<file path="src/rtl/mem_arb_defs.sv">
// Shared definitions for the data memory arbiter: FSM encodings, port
// indices, widths and a small grant-to-one-hot helper.
package mem_arb_defs;

  localparam int DATA_W = 32;
  localparam int ADDR_W = 32;
  localparam int CNT_W  = 3;   // holds LATENCY up to 7

  localparam logic PORT_CPU = 1'b0;
  localparam logic PORT_DBG = 1'b1;

  typedef enum logic [1:0] {
    IDLE  = 2'd0,
    ISSUE = 2'd1,
    WAIT  = 2'd2,
    RESP  = 2'd3
  } state_t;

  // Convert a granted port index into its ack bit position.
  function automatic logic [1:0] port_onehot(input logic port);
    return port ? 2'b10 : 2'b01;
  endfunction

endpackage

</file>
<file path="src/rtl/rr_arbiter_2.sv">
// Two-way round-robin arbiter: combinational grant, registered record of
// the most recent winner. After reset port 1 counts as the last winner so
// port 0 takes the first tie.
module rr_arbiter_2
  import mem_arb_defs::*;
(
  input  logic       clk_i,
  input  logic       rst_i,
  input  logic [1:0] req_i,
  input  logic       grant_en_i,
  output logic       gnt_o
);

  logic r_last;
  logic w_gnt;

  // Tie goes to the port that did not win last; a lone requester always wins.
  always_comb begin
    w_gnt = PORT_CPU;
    if (req_i == 2'b11) w_gnt = ~r_last;
    else if (req_i[1])  w_gnt = PORT_DBG;
  end

  // Remember every grant actually taken, errored ones included.
  always_ff @(posedge clk_i or negedge rst_i) begin
    if (!rst_i)          r_last <= PORT_DBG;
    else if (grant_en_i) r_last <= w_gnt;
  end

  assign gnt_o = w_gnt;

endmodule

</file>
<file path="src/rtl/data_memory_arbiter.sv">
// Round-robin sequencer in front of a single-ported synchronous data memory.
// One access at a time: IDLE arbitrates and latches the winner, ISSUE pulses
// the memory strobe, WAIT counts out the read latency, RESP returns the ack.
module data_memory_arbiter
  import mem_arb_defs::*;
#(
  parameter int DEPTH   = 8,
  parameter int LATENCY = 1
) (
  input  logic              clk_i,
  input  logic              rst_i,
  input  logic [1:0]        req_i,
  input  logic [1:0]        we_i,
  input  logic [ADDR_W-1:0] addr0_i,
  input  logic [ADDR_W-1:0] addr1_i,
  input  logic [DATA_W-1:0] wdata0_i,
  input  logic [DATA_W-1:0] wdata1_i,
  output logic [1:0]        ack_o,
  output logic              err_o,
  output logic [DATA_W-1:0] rdata_o,
  output logic              mem_re_o,
  output logic              mem_we_o,
  output logic [ADDR_W-1:0] mem_addr_o,
  output logic [DATA_W-1:0] mem_wdata_o,
  input  logic [DATA_W-1:0] mem_rdata_i
);

  localparam logic [CNT_W-1:0] LAT_LOAD = CNT_W'(LATENCY);

  state_t              r_state;
  state_t              w_state_next;
  logic                r_gnt;
  logic                r_we;
  logic [ADDR_W-3:0]   r_word;
  logic [DATA_W-1:0]   r_wdata;
  logic                r_err;
  logic [DATA_W-1:0]   r_rdata;
  logic [CNT_W-1:0]    r_cnt;

  logic                w_gnt;
  logic                w_grant_en;
  logic                w_sel_we;
  logic [ADDR_W-1:0]   w_sel_addr;
  logic [DATA_W-1:0]   w_sel_wdata;
  logic                w_err;

  assign w_grant_en  = (r_state == IDLE) && (|req_i);
  assign w_sel_we    = w_gnt ? we_i[1]  : we_i[0];
  assign w_sel_addr  = w_gnt ? addr1_i  : addr0_i;
  assign w_sel_wdata = w_gnt ? wdata1_i : wdata0_i;
  // Misaligned byte address or word index past the end of memory.
  assign w_err = (w_sel_addr[1:0] != 2'b00) ||
                 ({2'b00, w_sel_addr[ADDR_W-1:2]} >= 32'(DEPTH));

  rr_arbiter_2 u_arb (
    .clk_i      (clk_i),
    .rst_i      (rst_i),
    .req_i      (req_i),
    .grant_en_i (w_grant_en),
    .gnt_o      (w_gnt)
  );

  // State register.
  always_ff @(posedge clk_i or negedge rst_i) begin
    if (!rst_i) r_state <= IDLE;
    else        r_state <= w_state_next;
  end

  // Next-state: errors skip the memory entirely, writes skip the wait.
  always_comb begin
    w_state_next = r_state;
    case (r_state)
      IDLE:  if (|req_i) w_state_next = w_err ? RESP : ISSUE;
      ISSUE: w_state_next = r_we ? RESP : WAIT;
      WAIT:  if (r_cnt == CNT_W'(1)) w_state_next = RESP;
      RESP:  w_state_next = IDLE;
      default: w_state_next = IDLE;
    endcase
  end

  // Latch the winning request, run the latency counter, capture read data.
  always_ff @(posedge clk_i or negedge rst_i) begin
    if (!rst_i) begin
      r_gnt   <= PORT_CPU;
      r_we    <= 1'b0;
      r_word  <= '0;
      r_wdata <= '0;
      r_err   <= 1'b0;
      r_rdata <= '0;
      r_cnt   <= '0;
    end else begin
      case (r_state)
        IDLE: begin
          if (|req_i) begin
            r_gnt   <= w_gnt;
            r_we    <= w_sel_we;
            r_word  <= w_sel_addr[ADDR_W-1:2];
            r_wdata <= w_sel_wdata;
            r_err   <= w_err;
            r_rdata <= '0;   // writes and errors report zero data
          end
        end
        ISSUE: if (!r_we) r_cnt <= LAT_LOAD;
        WAIT: begin
          r_cnt <= r_cnt - CNT_W'(1);
          if (r_cnt == CNT_W'(1)) r_rdata <= mem_rdata_i;
        end
        default: ;
      endcase
    end
  end

  // Outputs decode from state so strobes and ack vanish at once on reset.
  always_comb begin
    mem_re_o    = (r_state == ISSUE) && !r_we;
    mem_we_o    = (r_state == ISSUE) &&  r_we;
    mem_addr_o  = {2'b00, r_word};
    mem_wdata_o = r_wdata;
    ack_o       = 2'b00;
    err_o       = 1'b0;
    rdata_o     = '0;
    if (r_state == RESP) begin
      ack_o   = port_onehot(r_gnt);
      err_o   = r_err;
      rdata_o = r_rdata;
    end
  end

endmodule

</file>
<file path="config.mk">
export PLATFORM = sky130hd
export DESIGN_NAME = data_memory_arbiter
export DESIGN_NICKNAME = d
export VERILOG_FILES = /design/src/rtl/mem_arb_defs.sv /design/src/rtl/rr_arbiter_2.sv /design/src/rtl/data_memory_arbiter.sv
export SDC_FILE = /design/constraint.sdc
export NUM_CORES = 1
export LEC_CHECK = 0
export BUFFER_PORTS_ARGS = -buffer_cell sky130_fd_sc_hd__buf_2
export CORE_MARGIN = 4
export CORE_UTILIZATION = 39
export CTS_CLUSTER_SIZE = 28
export DETAILED_ROUTE_END_ITERATION = 10
export PLACE_DENSITY_LB_ADDON = 0.08
export SLEW_MARGIN = 20
export SYNTH_ARGS = -nofsm -noshare
export SYNTH_HDL_FRONTEND = slang
export SYNTH_SLANG_ARGS = --single-unit
export TNS_END_PERCENT = 30
</file>
<file path="constraint.sdc">
create_clock -name clk_i -period 1.61 [get_ports clk_i]
set_input_delay 0.161 -clock clk_i [delete_from_list [all_inputs] [get_ports clk_i]]
set_output_delay 0.161 -clock clk_i [all_outputs]
set_load 0.005 [all_outputs]
</file>
### Word-level counts from Yosys, hierarchy flattened

Cells that the tools add are included.
W data, S select, Z words.

* magnitude comparators: 1
* add/subtract/negate cells: 1
* bitwise logic cells: 1
* reduce and logical (&&, ||, !) cells: 14
* equal/unequal tests: 8
* muxes and demuxes: 19

Operator list (number)
* $mux W32: 5
* $pmux W32 S2: 1
* $ge A30 B4 Y1 const B: 1
* $mux W2: 5
* $pmux W2 S4: 1
* $eq A2 B2 Y1 const B: 3
* $pmux W3 S2: 1
* $reduce_and A2 Y1: 3
* $reduce_bool A2 Y1: 3
* $mux W1: 5
* $ne A2 B2 Y1 const B: 2
* $eq A3 B1 Y1 const B: 1
* $logic_and A1 B1 Y1: 3
* $mux W3: 1
* $reduce_and A3 Y1: 1
* $sub A3 B1 Y3 const B: 1
* $eq A2 B1 Y1 const B: 1
* $logic_not A2 Y1: 1
* $ne A2 B1 Y1 const B: 1
* $reduce_or A2 Y1: 1
* $logic_not A1 Y1: 1
* $logic_or A1 B1 Y1: 1
* $not A1 Y1: 1

* bits in registers: 103
* word-level logic and storage cells: 53
* output and inout bits: 101

### Depth between registers and ports, before layout

Gate-level depths: netlist of run 1.

* depth in word-level cells: 8
* depth in mapped cells: 9

### Modules after synthesis

From an unflattened synthesis of run 1, not the netlist that was laid out.

* cells, all modules: 463
* area, all modules: 4969.8 um2

By module, submodules not included
* data_memory_arbiter: area each 4917.2 um2, sequential area each 2552.4 um2, instances 1, cells each 460
* rr_arbiter_2: area each 52.6 um2, sequential area each 26.3 um2, instances 1, cells each 3

### Worst setup path before layout of run 1

No wires, ideal clock.

* path kind: register -> register
* from: register r_state[0]
* to: register r_rdata[0]
* setup slack: -0.017 ns
* data arrival time: 1.506 ns
* library setup time: 0.121 ns
* stages on the path, launching flop included: 8
* required time: 1.489 ns
* path through: dfrtp_1 inv_1 ha_1 buf_2 a22oi_4 o21ai_1 buf_2 a22o_1

* word-level cells in the longest chain between the ends: 3
* elaborated cells on any way between the ends: 7
* those cells by class: 3 x eq/ne; 1 x mux; 3 x reduce/logical

RTL lines
* start: declaration: RTL line data_memory_arbiter.sv:30 `state_t r_state;`
* start signal: assignment: RTL line data_memory_arbiter.sv:66 `else r_state <= w_state_next;`
* $eq A2 B2 Y1 or $logic_not A2 Y1 (tied branches): RTL line data_memory_arbiter.sv:92 `case (r_state)`
* $ne A2 B2 Y1 (no line), or another cell as far along
* $reduce_and A3 Y1 (no line)
* end signal: assignment: RTL line data_memory_arbiter.sv:106 `if (r_cnt == CNT_W'(1)) r_rdata <= mem_rdata_i;`
* end: declaration: RTL line data_memory_arbiter.sv:37 `logic [DATA_W-1:0] r_rdata;`

Several ways; a longest one is shown, not always the timed one.
A chain may end at the register's enable or synchronous reset.

### Worst setup path after layout of run 1

* from: register r_state[0]
* to: output port rdata_o[24]

* word-level cells in the longest chain between the ends: 2

RTL lines
* $eq A2 B2 Y1: RTL line data_memory_arbiter.sv:122 `if (r_state == RESP) begin`
* $mux W32: RTL line data_memory_arbiter.sv:122
* end: declaration: RTL line data_memory_arbiter.sv:20 `output logic [DATA_W-1:0] rdata_o,`

Every way passes these cells.

==> results_tabular.tex, run 1 <==
\begin{tabular}{lr}
\hline
Metric & Value \\
\hline
\multicolumn{2}{l}{\textbf{Status}} \\
Result of the run & finished with violations \\
Violations in the final reports & negative setup slack \\
\multicolumn{2}{l}{\textbf{Die}} \\
IO Count & 267 \\
Site row count & 40 \\
Full die area & 14540 sq um \\
Die height & 120.6 um \\
Die width & 120.6 um \\
Placeable Area & 12210 sq um \\
Effective utilization at floorplan & 40.47\% \\
\multicolumn{2}{l}{\textbf{Clock tree}} \\
Clk Latency, worst-skew pair & 0.33 ns \\
Count of H-tree levels built during CTS & 3 \\
CTS Root Cell & clkbuf\_16 \\
TritonCTS clock tree & built \\
Clk sink count & 103 \\
Num CTS Buffers & 9 \\
Bufs on Longest Clock Path & 2 \\
Clock Pin Slew Worst Setup and Hold Paths & 0.07 ns \\
\multicolumn{2}{l}{\textbf{Critical path}} \\
Data required, critical path & 1.45 ns \\
Instance count on the critical path & 5 \\
Buffer and inverter count on the worst path & 3 \\
Crit Path Category & flop to output port \\
Critical path cell sequence & buf\_6 > ha\_4 > buf\_12 > and2\_4 > buf\_6 \\
Cell type with the highest occurrence count on the critical path & buf\_6 \\
Reg-to-Reg End & r\_rdata[14] \\
Crit path DAT & 1.46 ns \\
Cell with the biggest individual delay on the critical path & dfrtp\_1 \\
Maximum fanout encountered on the critical timing path & 18 \\
Worst Reg-to-Reg Cells & 6 \\
Setup slack, reg-to-reg & 0.05 ns \\
Worst Setup End Kind & output port \\
Maximum single-stage delay on the critical path & 0.39 ns \\
Critical path's top delay family & buffers and inverters \\
Worst r2r src & r\_state[0] \\
Startpoint Class & flop \\
\multicolumn{2}{l}{\textbf{Cells and area}} \\
Number of inserted filler cells in the final layout & 1089 \\
Most frequent cells in the layout & buf\_2 (248), dfrtp\_1 (101), nand2\_1 (67) \\
Net count of the finished layout & 914 \\
Number of antenna cells inserted & 0 \\
Share of layout cells above drive strength 1 & 45.92\% \\
Final core utilization & 59.12\% \\
Most common library cell in the layout ignoring fill and taps & buf\_2 \\
Final design area excluding fillers & 7219 sq um \\
Synth-to-layout area growth & 46.08\% \\
\multicolumn{2}{l}{\textbf{Drt}} \\
Detail Route Antenna Nets & 0 \\
DRC errors left & 0 \\
Router iterations before antenna repair & 4 \\
Wirelength, routed & 14.12 mm \\
Via-to-Cell Ratio & 4.813 \\
Total via count after detailed routing & 4404 \\
DR iter-0 viols & 185 \\
Average wire length per cell after detail routing & 15.43 um \\
\multicolumn{2}{l}{\textbf{Timing}} \\
Time the worst path needs with I/O delays and setup & 1.622 ns \\
Tightest Pin Transition & 0.5109 ns \\
Crit path setup slack, layout & -0.01211 ns \\
Final hold viol count & 0 \\
Tightest hold margin & 0.04142 ns \\
Count of pins over their slew limit & 0 \\
Finish-stage setup viols & 12 \\
Part of the cycle the worst path needs & 100.8\% \\
Normalized max-slew margin & 65.94\% \\
Unrepaired setup endpoints after global routing & true \\
Clk\_skew & 0.006671 ns \\
Maximum operating frequency & 616.5 MHz \\
Sum of negative setup slack & -0.07733 ns \\
\multicolumn{2}{l}{\textbf{Logic synthesis}} \\
Cell count after synthesis & 466 \\
Flip-flop and latch count after synthesis & 103 \\
Sequential cell area fraction in the yosys report & 52.18\% \\
Number of warnings issued by yosys & 0 \\
Yosys cell types & 35 \\
Synth Cell Area & 4942 sq um \\
Synthesized area per cell & 10.61 sq um \\
\multicolumn{2}{l}{\textbf{Worst hold path}} \\
Classification of the worst-slack hold path & primary input to flop \\
Hold Path Sink & r\_rdata[16] \\
Startpoint of the lowest-slack hold path & mem\_rdata\_i[16] \\
Hold path depth & 2 \\
\multicolumn{2}{l}{\textbf{Placed design}} \\
Pre-CTS setup slack & 0.006149 ns \\
Buffers added on ports & 264 \\
Placement Cell Area & 6620 sq um \\
HPWL after detailed placement & 10.76 mm \\
Weighted congestion reported at the end of routability-driven placement & 0.7678 \\
\multicolumn{2}{l}{\textbf{Power}} \\
P\_int & 8.165 mW \\
Switching part of the total power & 34.98\% \\
Combinational fraction of design power & 47.2\% \\
Power density over the cells & 1739 nW/um\^{}2 \\
P\_sw & 4.392 mW \\
Max rail drop VDD & 0.0008196 V \\
Leak pwr & 3.752 nW \\
Sequential share of power & 35.8\% \\
Clock share of power & 17.0\% \\
\multicolumn{2}{l}{\textbf{Global routing}} \\
Number of global-route vias before repair & 4392 \\
Antenna violations before repair & 1 \\
Tot GR Track Use & 18.83\% \\
Global-route wire length before repair & 21.79 mm \\
Overflow left after global routing & 0 \\
Largest net degree at the start of global routing & 39 \\
\multicolumn{2}{l}{\textbf{Flow run}} \\
Max cap viols & 0 \\
\hline
\end{tabular}
registers in the layout, summed over array words and instances (netlist names):
register / flops
mem_wdata_o: 32
r_cnt: 3
r_err: 1
r_gnt: 1
r_rdata: 32
r_state: 2
r_we: 1
r_word: 30
u_arb.r_last: 1
kinds of logic (layout without fill, tap and decap cells):
| kind of cell | Yosys count | after routing | share of synthesized area [%] |
|---|---|---|---|
| AOI/OAI and AO/OA | 117 | 118 | 15.09 |
| other | 1 | 2 | 0.07588 |
| DFF | 103 | 103 | 52.18 |
| adders and majority gates | 6 | 6 | 1.519 |
| xor gates and xnor gates | 1 | 1 | 0.1772 |
| muxes | 64 | 64 | 12.96 |
| and+or+nand+nor | 134 | 134 | 13.37 |
| buffers and inverters | 40 | 319 | 4.633 |
worst register-to-register path, delay by kind of cell, from the launching register on:
kind,cells,cell delay [ns]
DFF,1,0.39
adders and majority gates,1,0.24
buffers and inverters,3,0.48
AOI/OAI and AO/OA,2,0.34
stage by stage:
step,total power [mW],cells
2_1_floorplan,7.480,467
3_3_place_gp,9.762,891
3_5_place_dp,9.922,891
4_1_cts,12.42,909
5_1_grt,13.60,915
6_report,12.56,915
what timing repair did:
action / 4_1_cts / 5_1_grt
pin swaps: 1 / 2
cloned: 1 / 3
resized for setup: 22 / 29
setup buffers: 0 / 3
hold endpoints to repair: 33 / 0
hold buffers: 1 / 0
endpoints found under the setup margin: 38 / 131
worst max-delay path by stage:
stage,from,to,slack (ns)
floorplan,r_state[0],r_err,0.004
global placement,req_i[1],mem_wdata_o[11],0.04
detailed placement,req_i[1],mem_wdata_o[11],0.006
CTS,r_state[0],rdata_o[7],-0.03
global route,r_state[0],rdata_o[15],-0.08
finish,r_state[0],rdata_o[24],-0.01
synthesized netlist by cell type:
master	number	area, sq um
a2111oi_0	1	8.760
a21boi_2	1	11.26
a21oi_1	6	30.03
a22o_1	33	289.0
a22oi_1	1	7.510
a22oi_4	1	21.27
a31o_2	1	8.760
a31oi_1	1	6.260
and2_0	1	6.260
and2_1	35	219.0
buf_1	1	3.750
buf_2	9	45.04
buf_4	8	60.06
buf_6	5	56.30
clkbuf_1	12	45.04
conb_1	1	3.750
dfrtp_1	102	2552
dfstp_2	1	26.28
ha_1	6	75.07
inv_1	5	18.77
mux2i_1	64	640.6
nand2_1	67	251.5
nand2b_1	2	12.51
nand3_1	1	5.000
nand4_1	2	12.51
nor2_1	4	15.01
nor2b_1	5	31.28
nor3_1	2	10.01
nor3b_1	1	7.510
nor4_1	12	75.07
o211ai_1	1	7.510
o21ai_0	30	150.1
o21ai_1	41	205.2
or4_1	2	15.01
xnor2_1	1	8.760
layer usage:
metal,wire (um),global-route usage [%],up-vias
li1,-,-,2191
met4,278,6.586,2
met5,9,0,-
met1,5826,23.72,2018
met3,1079,4.911,23
met2,6926,31.40,170
final cells by class:
type,instances,area [sq um],area share (%)
clock inverters,5,58.81,0.8146
inverters,5,18.77,0.2600
repair buffers,298,1876,25.98
flip-flops and latches,103,2580,35.74
multi-input cells,325,2243,31.07
well taps,168,210.2,2.912
clock buffers,11,232.7,3.224
power by group through the flow:
stage,clock network (mW),logic (mW),registers (mW)
2_1_floorplan,0,3.01,4.47
3_3_place_gp,0,5.27,4.50
3_5_place_dp,0,5.43,4.49
4_1_cts,2.21,5.72,4.49
5_1_grt,2.34,6.60,4.66
6_report,2.13,5.93,4.50
Power figures use the tool's default switching activity.
==> run 2, diff against run 1 <==
--- a/config.mk
+++ b/config.mk
@@ -10,6 +10,7 @@
 export CORE_UTILIZATION = 39
 export CTS_CLUSTER_SIZE = 28
 export DETAILED_ROUTE_END_ITERATION = 10
+export GPL_TIMING_DRIVEN = 0
 export PLACE_DENSITY_LB_ADDON = 0.08
 export SLEW_MARGIN = 20
 export SYNTH_ARGS = -nofsm -noshare
==> results_tabular.tex, run 2 (synthesized netlist as in run 1, its figures left out) <==
\begin{tabular}{lr}
\hline
Metric & Value \\
\hline
\multicolumn{2}{l}{\textbf{Power}} \\
P\_sw & 4.575 mW \\
Clock share of power & 18.3\% \\
Power density over the cells & 1814 nW/um\^{}2 \\
Switching part of the total power & 34.22\% \\
Combinational fraction of design power & 48.1\% \\
Sequential share of power & 33.6\% \\
Max rail drop VDD & 0.0007545 V \\
Leak pwr & 3.858 nW \\
P\_int & 8.795 mW \\
Power, Total & 13.37 mW \\
\multicolumn{2}{l}{\textbf{Drt}} \\
DR iter-0 viols & 276 \\
Wirelength, routed & 14.96 mm \\
Via-to-Cell Ratio & 4.859 \\
Average wire length per cell after detail routing & 16.00 um \\
Router iterations before antenna repair & 6 \\
Detail Route Antenna Nets & 0 \\
DRC errors left & 0 \\
Total via count after detailed routing & 4543 \\
\multicolumn{2}{l}{\textbf{Critical path}} \\
Critical path origin & r\_state[1] \\
Worst r2r src & r\_state[1] \\
Worst Setup End Kind & output port \\
Critical path cell sequence & buf\_6 > ha\_4 > buf\_8 > and2\_1 > buf\_2 \\
Crit Path Category & flop to output port \\
Cell with the biggest individual delay on the critical path & dfrtp\_2 \\
Crit path DAT & 1.50 ns \\
Setup slack, reg-to-reg & -0.04 ns \\
Reg-to-Reg End & r\_rdata[31] \\
Data required, critical path & 1.45 ns \\
Worst Reg-to-Reg Cells & 7 \\
Startpoint Class & flop \\
Worst setup path endpoint & rdata\_o[2] \\
Maximum fanout encountered on the critical timing path & 10 \\
Maximum single-stage delay on the critical path & 0.45 ns \\
\multicolumn{2}{l}{\textbf{Global routing}} \\
Global-route wire length before repair & 23.45 mm \\
Number of global-route vias before repair & 4740 \\
Overflow left after global routing & 0 \\
Largest net degree at the start of global routing & 66 \\
Antenna violations before repair & 0 \\
Tot GR Track Use & 20.42\% \\
\multicolumn{2}{l}{\textbf{Placed design}} \\
Placement Cell Area & 6520 sq um \\
HPWL after detailed placement & 11.47 mm \\
Weighted congestion reported at the end of routability-driven placement & 0.7997 \\
Buffers added on ports & 264 \\
\multicolumn{2}{l}{\textbf{Cells and area}} \\
Final design area excluding fillers & 7371 sq um \\
Share of layout cells above drive strength 1 & 47.59\% \\
Synth-to-layout area growth & 49.14\% \\
Most common library cell in the layout ignoring fill and taps & buf\_2 \\
Most frequent cells in the layout & buf\_2 (250), dfrtp\_1 (101), nand2\_1 (67) \\
Final core utilization & 60.36\% \\
Net count of the finished layout & 934 \\
Number of antenna cells inserted & 0 \\
\multicolumn{2}{l}{\textbf{Timing}} \\
Part of the cycle the worst path needs & 103.0\% \\
Finish-stage setup viols & 67 \\
Time the worst path needs with I/O delays and setup & 1.658 ns \\
Count of pins over their slew limit & 0 \\
Clk\_skew & 0.006691 ns \\
Crit path setup slack, layout & -0.04771 ns \\
Maximum operating frequency & 603.2 MHz \\
Final hold viol count & 0 \\
Unrepaired setup endpoints after global routing & true \\
\multicolumn{2}{l}{\textbf{Clock tree}} \\
Num CTS Buffers & 9 \\
Clock Pin Slew Worst Setup and Hold Paths & 0.07 ns \\
Clk Latency, worst-skew pair & 0.35 ns \\
CTS Root Cell & clkbuf\_16 \\
Count of H-tree levels built during CTS & 3 \\
TritonCTS clock tree & built \\
Bufs on Longest Clock Path & 2 \\
Clk sink count & 103 \\
\multicolumn{2}{l}{\textbf{Status}} \\
Result of the run & finished with violations \\
Violations in the final reports & negative setup slack \\
\multicolumn{2}{l}{\textbf{Die}} \\
Die height & 120.6 um \\
Die width & 120.6 um \\
Placeable Area & 12210 sq um \\
Full die area & 14540 sq um \\
IO Count & 267 \\
Effective utilization at floorplan & 40.47\% \\
Site row count & 40 \\
\multicolumn{2}{l}{\textbf{Flow run}} \\
Max cap viols & 0 \\
\multicolumn{2}{l}{\textbf{Worst hold path}} \\
Classification of the worst-slack hold path & primary input to flop \\
\hline
\end{tabular}
[run 2: changes by cell type in the layout (fill, tap and decap cells not counted), moves of 4 or more]
cell and delta:
o21ai_1 -4, clkbuf_8 +4, buf_12 -10, buf_6 +20
buf_8 +5
[run 2: metal layers]
metal	track usage, %	up-vias	share of wire (%)
met4	8.286	0	1.9
li1	-	2232	-
met1	24.68	2120	40
met2	34.72	174	50
met3	5.285	17	7.9
met5	0	-	0
[run 2: how the worst min path moves through the flow]
stage / startpoint / end / depth (start not counted) / slack [ns]
6_report: mem_rdata_i[20] / r_rdata[20] / 2 / 0.03
5_1_grt: mem_rdata_i[12] / r_rdata[12] / 2 / 0.02
4_1_cts: mem_rdata_i[20] / r_rdata[20] / 2 / 0.01
3_5_place_dp: rst_i / r_word[15] / 1 / 0.09
3_3_place_gp: req_i[0] / u_arb.r_last / 2 / 0.37
2_1_floorplan: rst_i / mem_wdata_o[0] / 0 / -0.13
[run 2: metrics by stage]
step / hold WS, ns / setup WS, ns / instances / setup TNS (ns)
CTS: 0.01283 / -0.09089 / 929 / -4.359
detailed placement: 0.09069 / -0.3709 / 900 / -24.04
global route: 0.01613 / -0.1065 / 935 / -6.176
floorplan: -0.1346 / 0.004230 / 467 / 0
global placement: 0.3714 / -0.7631 / 899 / -98.33
finish: 0.02686 / -0.04771 / 935 / -2.044
[run 2: layout make-up]
| class | instances | area, sq um |
|---|---|---|
| buffer | 34 | 335.3 |
| clock buffer | 14 | 284.0 |
| clock inverter | 2 | 60.06 |
| fill | 1078 | 4841 |
| inverter | 5 | 18.77 |
| multi-input combinational | 324 | 2250 |
| sequential | 103 | 2580 |
| tap | 168 | 210.2 |
| timing repair buffer | 285 | 1633 |
[run 2: what timing repair did]
action                                 4_1_cts  5_1_grt
gates cloned                                 3        2
setup endpoints to repair                  130      134
hold buffers                                 1        0
setup buffers                                9        5
endpoints found under the hold margin       38        0
pin swaps                                    7        9
gates resized for setup                     62       50
[run 2: power groups by stage]
stage	Combinational, mW	Clock (mW)	Sequential, mW
2_1_floorplan	3.01	0	4.47
3_3_place_gp	5.14	0	4.46
3_5_place_dp	5.27	0	4.48
4_1_cts	6.03	2.53	4.47
5_1_grt	7.13	2.66	4.65
6_report	6.43	2.44	4.49
[run 2: worst max-delay path, delay by kind of cell, from the launching register on]
family / cells / cell delay [ns]
simple gates: 1 / 0.13
flops: 1 / 0.45
fa+ha+maj: 1 / 0.18
buf+inv: 3 / 0.39
==> run 3, diff against run 2 <==
--- a/config.mk
+++ b/config.mk
@@ -5,6 +5,7 @@
 export SDC_FILE = /design/constraint.sdc
 export NUM_CORES = 1
 export LEC_CHECK = 0
+export ABC_AREA = 1
 export BUFFER_PORTS_ARGS = -buffer_cell sky130_fd_sc_hd__buf_2
 export CORE_MARGIN = 4
 export CORE_UTILIZATION = 39
==> results_tabular.tex, run 3 <==
\begin{tabular}{lr}
\hline
Metric & Value \\
\hline
\multicolumn{2}{l}{\textbf{Critical path}} \\
Startpoint Class & flop \\
Maximum single-stage delay on the critical path & 0.56 ns \\
Crit Path Category & flop to flop \\
Maximum fanout encountered on the critical timing path & 7 \\
Cell with the biggest individual delay on the critical path & dfstp\_2 \\
Critical path cell sequence & nand2\_4 > nand2\_8 > buf\_12 > nand2\_2 > nand2\_2 > nand2\_2 > nor2\_1 > nand2\_1 > nor2\_2 > nand3\_1 > nand2\_1 > nand2\_1 \\
Buffer and inverter count on the worst path & 1 \\
Critical path's top delay family & simple AND/OR/NAND/NOR gates \\
Worst Setup End Kind & flop \\
Data required, critical path & 1.85 ns \\
Crit path DAT & 1.97 ns \\
\multicolumn{2}{l}{\textbf{Logic synthesis}} \\
Proportion of register bits with asynchronous set or reset after synthesis & 100.0\% \\
Number of warnings issued by yosys & 0 \\
Largest area contributor in the netlist & dfrtp\_1 \\
Leading post-synthesis cells by cell area & dfrtp\_1 (48\%), nand2\_1 (13\%), o21ai\_0 (11\%), inv\_1 (7.5\%), nor2\_1 (3.8\%) \\
Flip-flop and latch count after synthesis & 103 \\
Leading post-synthesis cells by instance count & nand2\_1 (187), o21ai\_0 (117), inv\_1 (106) \\
Most used flip-flop cell after synthesis & dfrtp\_1 \\
Cell count after synthesis & 705 \\
Yosys top cell area share & 48.30\% \\
Number of flops mapped to enable cells by yosys & 0 \\
Leading cell type by number of instances after synthesis & nand2\_1 \\
Sequential cell area fraction in the yosys report & 48.79\% \\
Synth Cell Area & 5285 sq um \\
Synthesized area per cell & 7.497 sq um \\
Yosys cell types & 22 \\
\multicolumn{2}{l}{\textbf{Flow run}} \\
Max cap viols & 0 \\
\multicolumn{2}{l}{\textbf{Cells and area}} \\
Share of layout cells above drive strength 1 & 41.58\% \\
Net count of the finished layout & 1183 \\
Layout Cells excl Fill & 1191 \\
Most frequent cells in the layout & buf\_2 (264), nand2\_1 (143), dfrtp\_1 (100) \\
Final design area excluding fillers & 7983 sq um \\
Number of antenna cells inserted & 0 \\
Final core utilization & 60.28\% \\
Synth-to-layout area growth & 51.04\% \\
Number of inserted filler cells in the final layout & 1267 \\
Most common library cell in the layout ignoring fill and taps & buf\_2 \\
\multicolumn{2}{l}{\textbf{Power}} \\
Power density over the cells & 1763 nW/um\^{}2 \\
Max rail drop VDD & 0.0008890 V \\
Leak pwr & 4.513 nW \\
Power, Total & 14.08 mW \\
\multicolumn{2}{l}{\textbf{Drt}} \\
Average wire length per cell after detail routing & 14.24 um \\
Router iterations before antenna repair & 4 \\
Detail Route Antenna Nets & 0 \\
Wirelength, routed & 16.96 mm \\
DRC errors left & 0 \\
DR iter-0 viols & 267 \\
Via-to-Cell Ratio & 4.626 \\
Total via count after detailed routing & 5510 \\
\multicolumn{2}{l}{\textbf{Timing}} \\
Clk\_skew & 0.007147 ns \\
Crit path setup slack, layout & -0.1165 ns \\
Finish-stage setup viols & 23 \\
Count of pins over their slew limit & 0 \\
Final hold viol count & 0 \\
Maximum operating frequency & 579.2 MHz \\
Tightest Pin Transition & 0.5399 ns \\
Part of the cycle the worst path needs & 107.2\% \\
Sum of negative setup slack & -0.3742 ns \\
Time the worst path needs with I/O delays and setup & 1.727 ns \\
Unrepaired setup endpoints after global routing & true \\
Normalized max-slew margin & 64.00\% \\
\multicolumn{2}{l}{\textbf{Status}} \\
Result of the run & finished with violations \\
Violations in the final reports & negative setup slack \\
\multicolumn{2}{l}{\textbf{Global routing}} \\
Met2 global-route usage & 35.31\% \\
Global routing met1 resource utilization & 25.77\% \\
Largest net degree at the start of global routing & 57 \\
Antenna violations before repair & 1 \\
Tot GR Track Use & 20.86\% \\
Met3 track utilization from global routing & 6.861\% \\
Overflow left after global routing & 0 \\
Global-route wire length before repair & 26.39 mm \\
GRT busiest layer & met2 \\
Number of global-route vias before repair & 5301 \\
\multicolumn{2}{l}{\textbf{Clock tree}} \\
Num CTS Buffers & 9 \\
Clk Latency, worst-skew pair & 0.34 ns \\
Clk sink count & 103 \\
Bufs on Longest Clock Path & 2 \\
Clock Pin Slew Worst Setup and Hold Paths & 0.07 ns \\
TritonCTS clock tree & built \\
Count of H-tree levels built during CTS & 3 \\
CTS Root Cell & clkbuf\_16 \\
\multicolumn{2}{l}{\textbf{Die}} \\
Placeable Area & 13240 sq um \\
IO Count & 267 \\
Full die area & 15480 sq um \\
Die height & 124.4 um \\
Site row count & 42 \\
Die width & 124.4 um \\
Effective utilization at floorplan & 39.91\% \\
\multicolumn{2}{l}{\textbf{Worst hold path}} \\
Classification of the worst-slack hold path & primary input to flop \\
\multicolumn{2}{l}{\textbf{Placed design}} \\
HPWL after detailed placement & 12.41 mm \\
Buffers added on ports & 263 \\
\# placed instances & 1146 \\
Weighted congestion reported at the end of routability-driven placement & 0.8317 \\
Placement Cell Area & 6859 sq um \\
\hline
\end{tabular}
-- run 3: changes by cell type after synthesis, sizes merged, moves of 6 or more --
cell / before / now
nand2: 67 / 189
inv: 5 / 107
mux2i: 64 / 0
o21ai: 71 / 129
nor2: 4 / 54
and2: 36 / 0
nand3: 1 / 36
a22o: 33 / 0
nand3b: 0 / 21
nor4: 12 / 0
buf: 23 / 29
-- run 3: worst reg2reg max path: stages, from the launching register on --
cell	delay, ns
dfstp_2	0.56
nand2_4	0.09
nand2_8	0.12
buf_12	0.15
nand2_2	0.06
nand2_2	0.07
nand2_2	0.05
nor2_1	0.10
nand2_1	0.10
nor2_2	0.14
nand3_1	0.09
nand2_1	0.07
nand2_1	0.04
-- run 3: worst paths after layout --
path / from / endpoint / slack [ns] / cells past startpoint
max: u_arb.r_last / r_state[1] / -0.12 / 12
min: mem_rdata_i[24] / r_rdata[24] / 0.05 / 3
min in group asynchronous: rst_i / r_rdata[29] / 0.33 / 2
max in group asynchronous: rst_i / u_arb.r_last / 0.60 / 3
min reg2reg: r_word[8] / r_word[8] / 0.48 / 2
max reg2reg: u_arb.r_last / r_state[1] / -0.12 / 12
-- run 3: kinds of logic after synthesis --
logic type | count (synthesis) | share of synthesized area [%]
AND/OR/NAND/NOR | 300 | 23.93
buffers and inverters | 153 | 12.03
AO/OA/AOI/OAI | 141 | 13.59
flip-flops | 103 | 48.79
adder cells (fa/ha/maj) | 6 | 1.420
XOR/XNOR | 1 | 0.1657
other | 1 | 0.07095
-- run 3: final cells by class --
cell class	instances	area, sq um	area share, %
flip-flops and latches	103	2581	32.34
multi-input cells	450	2278	28.54
repair buffers	297	1704	21.35
plain buffers	43	490.5	6.144
inverters	107	417.9	5.235
clock buffers	12	246.5	3.088
well taps	176	220.2	2.759
clock inverters	3	43.79	0.5486
-- run 3: repair_timing --
action / in CTS / in global routing
resized for setup: 73 / 161
endpoints found under the setup margin: 133 / 123
pin swaps: 9 / 33
buffers inserted: 5 / 19
hold buffers: 1 / 0
hold endpoints to repair: 55 / 0
cloned: 2 / 6
-- run 3: routing by layer --
layer / up-vias / share of wire (%)
met5: - / 0.077
met4: 2 / 1.8
met3: 24 / 6.8
met2: 181 / 50
met1: 2510 / 42
li1: 2793 / -
-- run 3: where the power goes --
part | switching (mW) | internal, mW
Clock | 0.968 | 1.24
Sequential | 0.713 | 3.86
Combinational | 3.75 | 3.54
Total | 5.43 | 8.65
-- run 3: stage by stage --
| step | setup WS (ns) | hold slack [ns] |
|---|---|---|
| 5_1_grt | -0.2316 | 0.03664 |
| 3_3_place_gp | -0.8230 | 0.3999 |
| 6_report | -0.1165 | 0.05294 |
| 3_5_place_dp | -0.4531 | 0.1645 |
| 4_1_cts | -0.1086 | 0.04015 |
| 2_1_floorplan | 0.03400 | -0.1346 |
